===== src/rtl/mips_defs.sv =====
// Shared definitions for the MEM stage: opcodes, exception codes, FSM states
// and small decode helpers.
package mips_defs;

  localparam logic [5:0] LB  = 6'h20;
  localparam logic [5:0] LH  = 6'h21;
  localparam logic [5:0] LW  = 6'h23;
  localparam logic [5:0] LBU = 6'h24;
  localparam logic [5:0] LHU = 6'h25;
  localparam logic [5:0] SB  = 6'h28;
  localparam logic [5:0] SH  = 6'h29;
  localparam logic [5:0] SW  = 6'h2B;

  localparam logic [4:0] EXC_NONE = 5'd0;
  localparam logic [4:0] EXC_ADEL = 5'd4;
  localparam logic [4:0] EXC_ADES = 5'd5;

  localparam logic [31:0] NOP = 32'h0000_0000;

  typedef enum logic {IDLE, BUSY} state_e;

  function automatic logic is_load(input logic [5:0] op);
    return (op == LB) || (op == LH) || (op == LW) || (op == LBU) || (op == LHU);
  endfunction

  function automatic logic is_store(input logic [5:0] op);
    return (op == SB) || (op == SH) || (op == SW);
  endfunction

  // Alignment fault for a given access opcode and low address bits.
  function automatic logic is_misaligned(input logic [5:0] op, input logic [1:0] lo);
    logic r;
    r = 1'b0;
    if ((op == LW) || (op == SW)) r = (lo != 2'b00);
    else if ((op == LH) || (op == LHU) || (op == SH)) r = lo[0];
    return r;
  endfunction

endpackage


===== src/rtl/dm_ext.sv =====
// Load data extender: picks the addressed byte/half out of a little-endian
// bus word and sign/zero-extends it according to the load opcode.
// Ports:
//   addr_lo : byte offset within the word
//   funct   : load opcode (non-load opcodes give 0)
//   rdata   : raw bus read word
//   result  : extended load result
module dm_ext
  import mips_defs::*;
(
  input  logic [1:0]  addr_lo,
  input  logic [5:0]  funct,
  input  logic [31:0] rdata,
  output logic [31:0] result
);

  logic [7:0]  byte_sel;
  logic [15:0] half_sel;

  always_comb begin
    byte_sel = rdata[7:0];
    case (addr_lo)
      2'd0:    byte_sel = rdata[7:0];
      2'd1:    byte_sel = rdata[15:8];
      2'd2:    byte_sel = rdata[23:16];
      default: byte_sel = rdata[31:24];
    endcase
    half_sel = addr_lo[1] ? rdata[31:16] : rdata[15:0];

    result = 32'h0;
    case (funct)
      LB:      result = {{24{byte_sel[7]}}, byte_sel};
      LBU:     result = {24'h0, byte_sel};
      LH:      result = {{16{half_sel[15]}}, half_sel};
      LHU:     result = {16'h0, half_sel};
      LW:      result = rdata;
      default: result = 32'h0;
    endcase
  end

endmodule


===== src/rtl/mem_access_stage.sv =====
// MEM stage: decodes loads/stores, checks address faults, runs a req/ack
// data-bus handshake with variable latency (stalling the pipe meanwhile),
// extends load data and holds the MEM/WB pipeline register.
// Ports:
//   clk, reset            : clock, async active-low reset
//   *_MEM inputs          : instruction, address/ALU result, store data, PC+8, CP0 data
//   flush_MEM             : kill the MEM instruction
//   mem_req..mem_wdata    : bus request side
//   mem_rdata, mem_ack    : bus response side
//   stall_MEM             : freeze IF..MEM
//   exc_MEM, exc_code_MEM : address exception (combinational)
//   *_WB outputs          : MEM/WB register
module mem_access_stage
  import mips_defs::*;
#(
  parameter logic [31:0] DM_BASE  = 32'h0000_0000,
  parameter logic [31:0] DM_LIMIT = 32'h0000_2FFF
) (
  input  logic        clk,
  input  logic        reset,
  input  logic [31:0] Instr_MEM,
  input  logic [31:0] ALUout_MEM,
  input  logic [31:0] WD_MEM,
  input  logic [31:0] PC8_MEM,
  input  logic [31:0] CP0_RD_MEM,
  input  logic        flush_MEM,
  output logic        mem_req,
  output logic        mem_we,
  output logic [31:0] mem_addr,
  output logic [3:0]  mem_be,
  output logic [31:0] mem_wdata,
  input  logic [31:0] mem_rdata,
  input  logic        mem_ack,
  output logic        stall_MEM,
  output logic        exc_MEM,
  output logic [4:0]  exc_code_MEM,
  output logic [31:0] Instr_WB,
  output logic [31:0] ALUout_WB,
  output logic [31:0] DM_RD_WB,
  output logic [31:0] PC8_WB,
  output logic [31:0] CP0_RD_WB
);

  logic [5:0] op;
  logic       ld, st, acc, out_of_range, exc_raw, go;
  logic [3:0] live_be;
  logic [31:0] live_wdata;

  state_e      state_q, state_d;
  logic        flush_pend_q, flush_pend_d;
  logic        latch;
  logic [31:0] addr_q, wdata_q;
  logic        we_q;
  logic [3:0]  be_q;
  logic [5:0]  funct_q;
  logic [1:0]  lo_q;

  logic [5:0]  ext_funct;
  logic [1:0]  ext_lo;
  logic [31:0] ext_data;
  logic        bubble;

  assign op = Instr_MEM[31:26];

  always_comb begin
    ld  = is_load(op);
    st  = is_store(op);
    acc = ld | st;
    // Offset compare keeps the range check free of constant comparisons.
    out_of_range = (ALUout_MEM - DM_BASE) > (DM_LIMIT - DM_BASE);
    exc_raw      = acc & (is_misaligned(op, ALUout_MEM[1:0]) | out_of_range);
    exc_MEM      = exc_raw & ~flush_MEM;
    exc_code_MEM = exc_MEM ? (ld ? EXC_ADEL : EXC_ADES) : EXC_NONE;
    // Reset term makes mem_req drop as soon as reset asserts.
    go = acc & ~exc_raw & ~flush_MEM & reset;
  end

  always_comb begin
    live_be    = 4'b0000;
    live_wdata = 32'h0;
    case (op)
      SW: begin
        live_be    = 4'b1111;
        live_wdata = WD_MEM;
      end
      SH: begin
        live_be    = ALUout_MEM[1] ? 4'b1100 : 4'b0011;
        live_wdata = {2{WD_MEM[15:0]}};
      end
      SB: begin
        live_be    = 4'b0001 << ALUout_MEM[1:0];
        live_wdata = {4{WD_MEM[7:0]}};
      end
      default: begin
        if (ld) live_be = 4'b1111;
      end
    endcase
  end

  always_comb begin
    state_d      = state_q;
    flush_pend_d = 1'b0;
    mem_req      = 1'b0;
    mem_we       = 1'b0;
    mem_be       = 4'b0000;
    mem_addr     = {ALUout_MEM[31:2], 2'b00};
    mem_wdata    = 32'h0;
    stall_MEM    = 1'b0;
    latch        = 1'b0;
    unique case (state_q)
      IDLE: begin
        if (go) begin
          mem_req   = 1'b1;
          mem_we    = st;
          mem_be    = live_be;
          mem_wdata = live_wdata;
          latch     = 1'b1;
          stall_MEM = ~mem_ack;
          if (!mem_ack) state_d = BUSY;
        end
      end
      BUSY: begin
        mem_req      = 1'b1;
        mem_addr     = addr_q;
        mem_we       = we_q;
        mem_be       = be_q;
        mem_wdata    = wdata_q;
        stall_MEM    = ~mem_ack;
        flush_pend_d = flush_pend_q | flush_MEM;
        if (mem_ack) begin
          state_d      = IDLE;
          flush_pend_d = 1'b0;
        end
      end
      default: state_d = IDLE;
    endcase
  end

  always_ff @(posedge clk or negedge reset) begin
    if (!reset) begin
      state_q      <= IDLE;
      flush_pend_q <= 1'b0;
      addr_q       <= 32'h0;
      wdata_q      <= 32'h0;
      we_q         <= 1'b0;
      be_q         <= 4'b0000;
      funct_q      <= 6'h0;
      lo_q         <= 2'b00;
    end else begin
      state_q      <= state_d;
      flush_pend_q <= flush_pend_d;
      if (latch) begin
        addr_q  <= {ALUout_MEM[31:2], 2'b00};
        wdata_q <= live_wdata;
        we_q    <= st;
        be_q    <= live_be;
        funct_q <= op;
        lo_q    <= ALUout_MEM[1:0];
      end
    end
  end

  // A zero-wait access completes before the hold registers are written, so
  // the extender uses live decode in IDLE and held decode in BUSY.
  assign ext_funct = (state_q == BUSY) ? funct_q : op;
  assign ext_lo    = (state_q == BUSY) ? lo_q : ALUout_MEM[1:0];

  dm_ext u_dm_ext (
    .addr_lo (ext_lo),
    .funct   (ext_funct),
    .rdata   (mem_rdata),
    .result  (ext_data)
  );

  assign bubble = flush_MEM | exc_MEM | flush_pend_q;

  always_ff @(posedge clk or negedge reset) begin
    if (!reset) begin
      Instr_WB  <= NOP;
      ALUout_WB <= 32'h0;
      DM_RD_WB  <= 32'h0;
      PC8_WB    <= 32'h0;
      CP0_RD_WB <= 32'h0;
    end else if (!stall_MEM) begin
      if (bubble) begin
        Instr_WB  <= NOP;
        ALUout_WB <= 32'h0;
        DM_RD_WB  <= 32'h0;
        PC8_WB    <= 32'h0;
        CP0_RD_WB <= 32'h0;
      end else begin
        Instr_WB  <= Instr_MEM;
        ALUout_WB <= ALUout_MEM;
        DM_RD_WB  <= ext_data;
        PC8_WB    <= PC8_MEM;
        CP0_RD_WB <= CP0_RD_MEM;
      end
    end
  end

endmodule

===== config.mk =====
export PLATFORM = sky130hd
export DESIGN_NAME = mem_access_stage
export DESIGN_NICKNAME = d
export VERILOG_FILES = /design/src/rtl/mips_defs.sv /design/src/rtl/dm_ext.sv /design/src/rtl/mem_access_stage.sv
export SDC_FILE = /design/constraint.sdc
export NUM_CORES = 1
export LEC_CHECK = 0
export ABC_CLOCK_PERIOD_IN_PS = 6540
export CAP_MARGIN = 20
export CELL_PAD_IN_SITES_DETAIL_PLACEMENT = 0
export CELL_PAD_IN_SITES_GLOBAL_PLACEMENT = 1
export CORE_AREA = 4 4 186 188
export CTS_BUF_LIST = sky130_fd_sc_hd__clkbuf_16
export DETAILED_ROUTE_END_ITERATION = 7
export DIE_AREA = 0 0 190 192
export PLACE_DENSITY = 0.86
export SYNTH_ARGS = -nofsm -noshare
export SYNTH_HDL_FRONTEND = slang
export SYNTH_SLANG_ARGS = --single-unit

===== constraint.sdc =====
create_clock -name clk -period 6.54 [get_ports clk]
set_input_delay 1.635 -clock clk [delete_from_list [all_inputs] [get_ports clk]]
set_output_delay 1.635 -clock clk [all_outputs]
set_load 0.05 [all_outputs]

==> summary.txt <==
Outcome
  – Outcome: completed

CTS
  – Total number of clock tree sinks: 237
  – Buffers from clock root to sink, at most: 3
  – Setup Fix Bufs, Post-CTS: 0
  – Source-to-sink clock delay at the later pin of the worst-skew pair: 0.53 ns
  – Quantity of hold-fixing buffers added after cts: 0
  – # resized after CTS: 0
  – TritonCTS clock tree: built
  – Clock Pin Slew Worst Setup and Hold Paths: 0.06 ns
  – H-tree levels: 1
  – Clock tree root driver cell: sky130_fd_sc_hd__clkbuf_16
  – Number of buffers created by CTS: 28

Floorplanning
  – Die width: 190 microns
  – Starting Density: 35.6%
  – Rows: 67
  – Floorplan core area: 33100 sq um
  – Number of I/O pins: 433
  – Vertical extent of the die: 192 microns
  – Total Die Area: 36500 sq um

STA
  – Hold violation count in the final report: 0
  – Tightest slew margin relative to the limit: 31.4%
  – Total Neg Setup Slack: 0 ns
  – Final period util: 91.2%
  – Setup repair after global routing missed its margin: no
  – Clock Skews: 0.00927 ns
  – Slew of the pin with the lowest slew margin: 1.02 ns
  – Count of final max-slew check failures: 0
  – Final setup viols: 0
  – Crit path time final: 5.97 ns
  – Maximum operating frequency: 0.168 GHz

Global route
  – Largest net degree at the start of global routing: 104
  – Wire length of the first global-routing pass: 67400 microns
  – Antenna violations before repair: 1
  – Total congestion overflow after global routing: 0
  – Via count of the first global-routing pass: 11000
  – Combined global-route utilization of all metal layers: 23.3%

Placed design
  – # port buffers: 427
  – Estimated wirelength of the detail-placed design: 31800 microns
  – Global placement routability congestion: 0.925
  – DP Cell Count: 1999

Detailed routing
  – Count of unresolved DRC violations after routing: 0
  – DRT iter0 DRCs: 838
  – Number of vias in the routed layout: 11000
  – Average wire per cell in the routed design: 21.7 microns
  – Router iterations before antenna repair: 7
  – Total Routed Length: 44400 microns
  – Antenna viol nets, final: 0
  – Vias/cell: 5.35

Critical path
  – Signal arrival time at the worst endpoint: 4.33 ns
  – Critical path fanouts, max: 48
  – Launch instance of the worst register-to-register path: state_q$_DFF_PN0_
  – R2R depth: 6
  – Reg2Reg Capture Point: CP0_RD_WB[4]$_DFFE_PN0N_
  – Critical path cell sequence: clkdlybuf4s50_1 > nor4_1 > nand3_1 > nor4_1 > nand4_1 > buf_4 > o31ai_1 > buf_12
  – Delay of the slowest cell on the worst path: 0.52 ns
  – Slowest library cell on the worst path: sky130_fd_sc_hd__o31ai_1
  – Worst reg2reg setup slack: 2.72 ns
  – Cell mode on critical path: sky130_fd_sc_hd__nor4_1
  – Worst Path Required: 4.91 ns
  – Crit path from: ALUout_MEM[20]
  – Startpoint type of the worst setup path: input pin
  – Start-to-end type of the worst setup path: input pin to primary output
  – Endpoint of the most critical setup path: mem_wdata[12]
  – Category of the worst setup path capture point: primary output

Yosys
  – Flip-flop and latch count after synthesis: 237
  – Average cell area after synthesis: 9.71 sq um
  – Number of enable flip-flop cells after synthesis: 0
  – Part of the Yosys area used for sequential elements: 50.3%
  – Share of flip-flops with an asynchronous set or reset: 100%
  – Fraction of post-synthesis cell area in the top cell type by area: 50.3%
  – Most used flip-flop cell after synthesis: sky130_fd_sc_hd__dfrtp_1
  – Top post-synthesis cells by count: sky130_fd_sc_hd__dfrtp_1, sky130_fd_sc_hd__o31ai_1, sky130_fd_sc_hd__nand3_1
  – Leading cell type by number of instances after synthesis: sky130_fd_sc_hd__dfrtp_1
  – Post-synthesis cell count: 1213
  – Yosys warning count: 0
  – Top area cells in the synthesized netlist: sky130_fd_sc_hd__dfrtp_1, sky130_fd_sc_hd__o31ai_1, sky130_fd_sc_hd__nand3_1
  – Post-synthesis instance area: 11800 sq um
  – Post-synthesis cell type with the largest combined area: sky130_fd_sc_hd__dfrtp_1
  – Count of distinct cell types in the synthesized netlist: 53

Hold path
  – Class of the most critical hold timing path: flip-flop to flip-flop
  – Count of cells along the worst hold path: 1

Pwr
  – Switching power: 0.00107 W
  – Net Sw Frac: 28.5%
  – Post-layout total power: 0.00376 W
  – Combinational fraction of design power: 18.0%
  – Power density relative to cell area: 213 nW/um^2
  – Cell-internal power: 0.00269 W
  – Peak VDD IR: 0.165 mV
  – Sequential share of power: 41.0%
  – Clk network pwr share: 41.0%
  – Static Leak: 7.55 nW

Finish
  – Final core utilization: 53.4%
  – Total inserted antenna cells: 0
  – Non-filler instance count after layout: 2049
  – Filler cell count in the final layout: 2939
  – Area delta synth->final: 50.1%
  – Share of layout cells above drive strength 1: 10.1%
  – Storage element area: 5930 sq um
  – Number of nets in the layout: 1778
  – Area of the multi-input gates: 4840 sq um

Job
  – Number of max-cap violations: 0
[power by group through the flow]
| stage | Sequential (W) | Clock, W | Combinational [W] |
|---|---|---|---|
| after floorplan | 0.00173 | 0 | 0.000173 |
| after global placement | 0.00156 | 0 | 0.000677 |
| after detailed placement | 0.00157 | 0 | 0.000680 |
| after CTS | 0.00154 | 0.00159 | 0.000682 |
| after global routing | 0.00155 | 0.00165 | 0.000713 |
| final | 0.00154 | 0.00154 | 0.000676 |
[critical path, delay by kind of cell]
family / cells / cell delay, ns
buffers and inverters: 3 / 0.92
AO/OA/AOI/OAI: 1 / 0.52
AND/OR/NAND/NOR: 4 / 1.22
[how the worst min path moves through the flow]
stage,start,to,slack (ns)
6_report,funct_q[5]$_DFFE_PN0P_,funct_q[5]$_DFFE_PN0P_,0.47
3_5_place_dp,funct_q[5]$_DFFE_PN0P_,funct_q[5]$_DFFE_PN0P_,0.46
5_1_grt,funct_q[5]$_DFFE_PN0P_,funct_q[5]$_DFFE_PN0P_,0.48
4_1_cts,funct_q[5]$_DFFE_PN0P_,funct_q[5]$_DFFE_PN0P_,0.47
2_1_floorplan,funct_q[5]$_DFFE_PN0P_,funct_q[5]$_DFFE_PN0P_,0.43
3_3_place_gp,funct_q[5]$_DFFE_PN0P_,funct_q[5]$_DFFE_PN0P_,0.45
[flip-flops by register name, indices dropped and copies added (netlist names)]
| name | cells |
|---|---|
| ALUout_WB | 32 |
| CP0_RD_WB | 32 |
| DM_RD_WB | 32 |
| Instr_WB | 32 |
| PC8_WB | 32 |
| addr_q | 30 |
| be_q | 4 |
| flush_pend_q | 1 |
| funct_q | 6 |
| lo_q | 2 |
| state_q | 1 |
| wdata_q | 32 |
| we_q | 1 |
[layer usage]
metal	vias to the layer above	track usage, %	routed length (microns)	part of all wire [%]
met5	-	0	13	0.029
met4	2	6.68	1270	2.9
met3	79	7.22	4290	9.7
met2	497	38.0	20900	47
met1	5300	30.0	17900	40
li1	5084	-	-	-
[placed cells by master, fill, tap and decap left out, drive strengths merged, types with 5 or more instances in the layout]
cell type      netlist  routed
o31ai              176     176
clkdlybuf4s50        0     384
conb                 1       5
nor3                 5       5
dfrtp              237     237
nor2                24      24
nor4                 7       7
o21a                17      17
inv                132     138
a21oi                5       5
mux2                27      27
nor2b               21      21
a222oi               6       6
buf                 55      73
mux2i               16      16
o21ai               93      93
clkinv               0      10
mux4                 8       8
nand3              163     163
nand2               63      63
a22oi               24      24
a22o                35      35
clkbuf              67      29
[kinds of logic (layout without fill, tap and decap cells)]
group                  after synthesis  after routing  share of synthesized area [%]
AO/OA/AOI/OAI                      368            368                           22.1
buffers and inverters              254            638                           9.10
flip-flops                         237            237                           50.3
multiplexers                        51             51                           5.73
other                                1              5                         0.0318
AND/OR/NAND/NOR                    302            302                           12.7
[layout make-up]
class | instances | area share, %
Clock buffer | 29 | 4.10
Clock inverter | 20 | 1.02
Inverter | 132 | 2.82
Multi-Input combinational cell | 726 | 27.3
Sequential cell | 237 | 33.6
Tap cell | 448 | 3.17
Timing Repair Buffer | 457 | 28.0
[metrics by stage]
stage | setup WS (ns) | cell area [sq um] | hold slack, ns
after floorplan | 0.586 | 11800 | 0.431
after global placement | 0.637 | 16800 | 0.448
after detailed placement | 0.597 | 16800 | 0.459
after CTS | 0.575 | 17700 | 0.473
after global routing | 0.404 | 17700 | 0.482
final | 0.574 | 17700 | 0.469
Power figures use the tool's default switching activity.
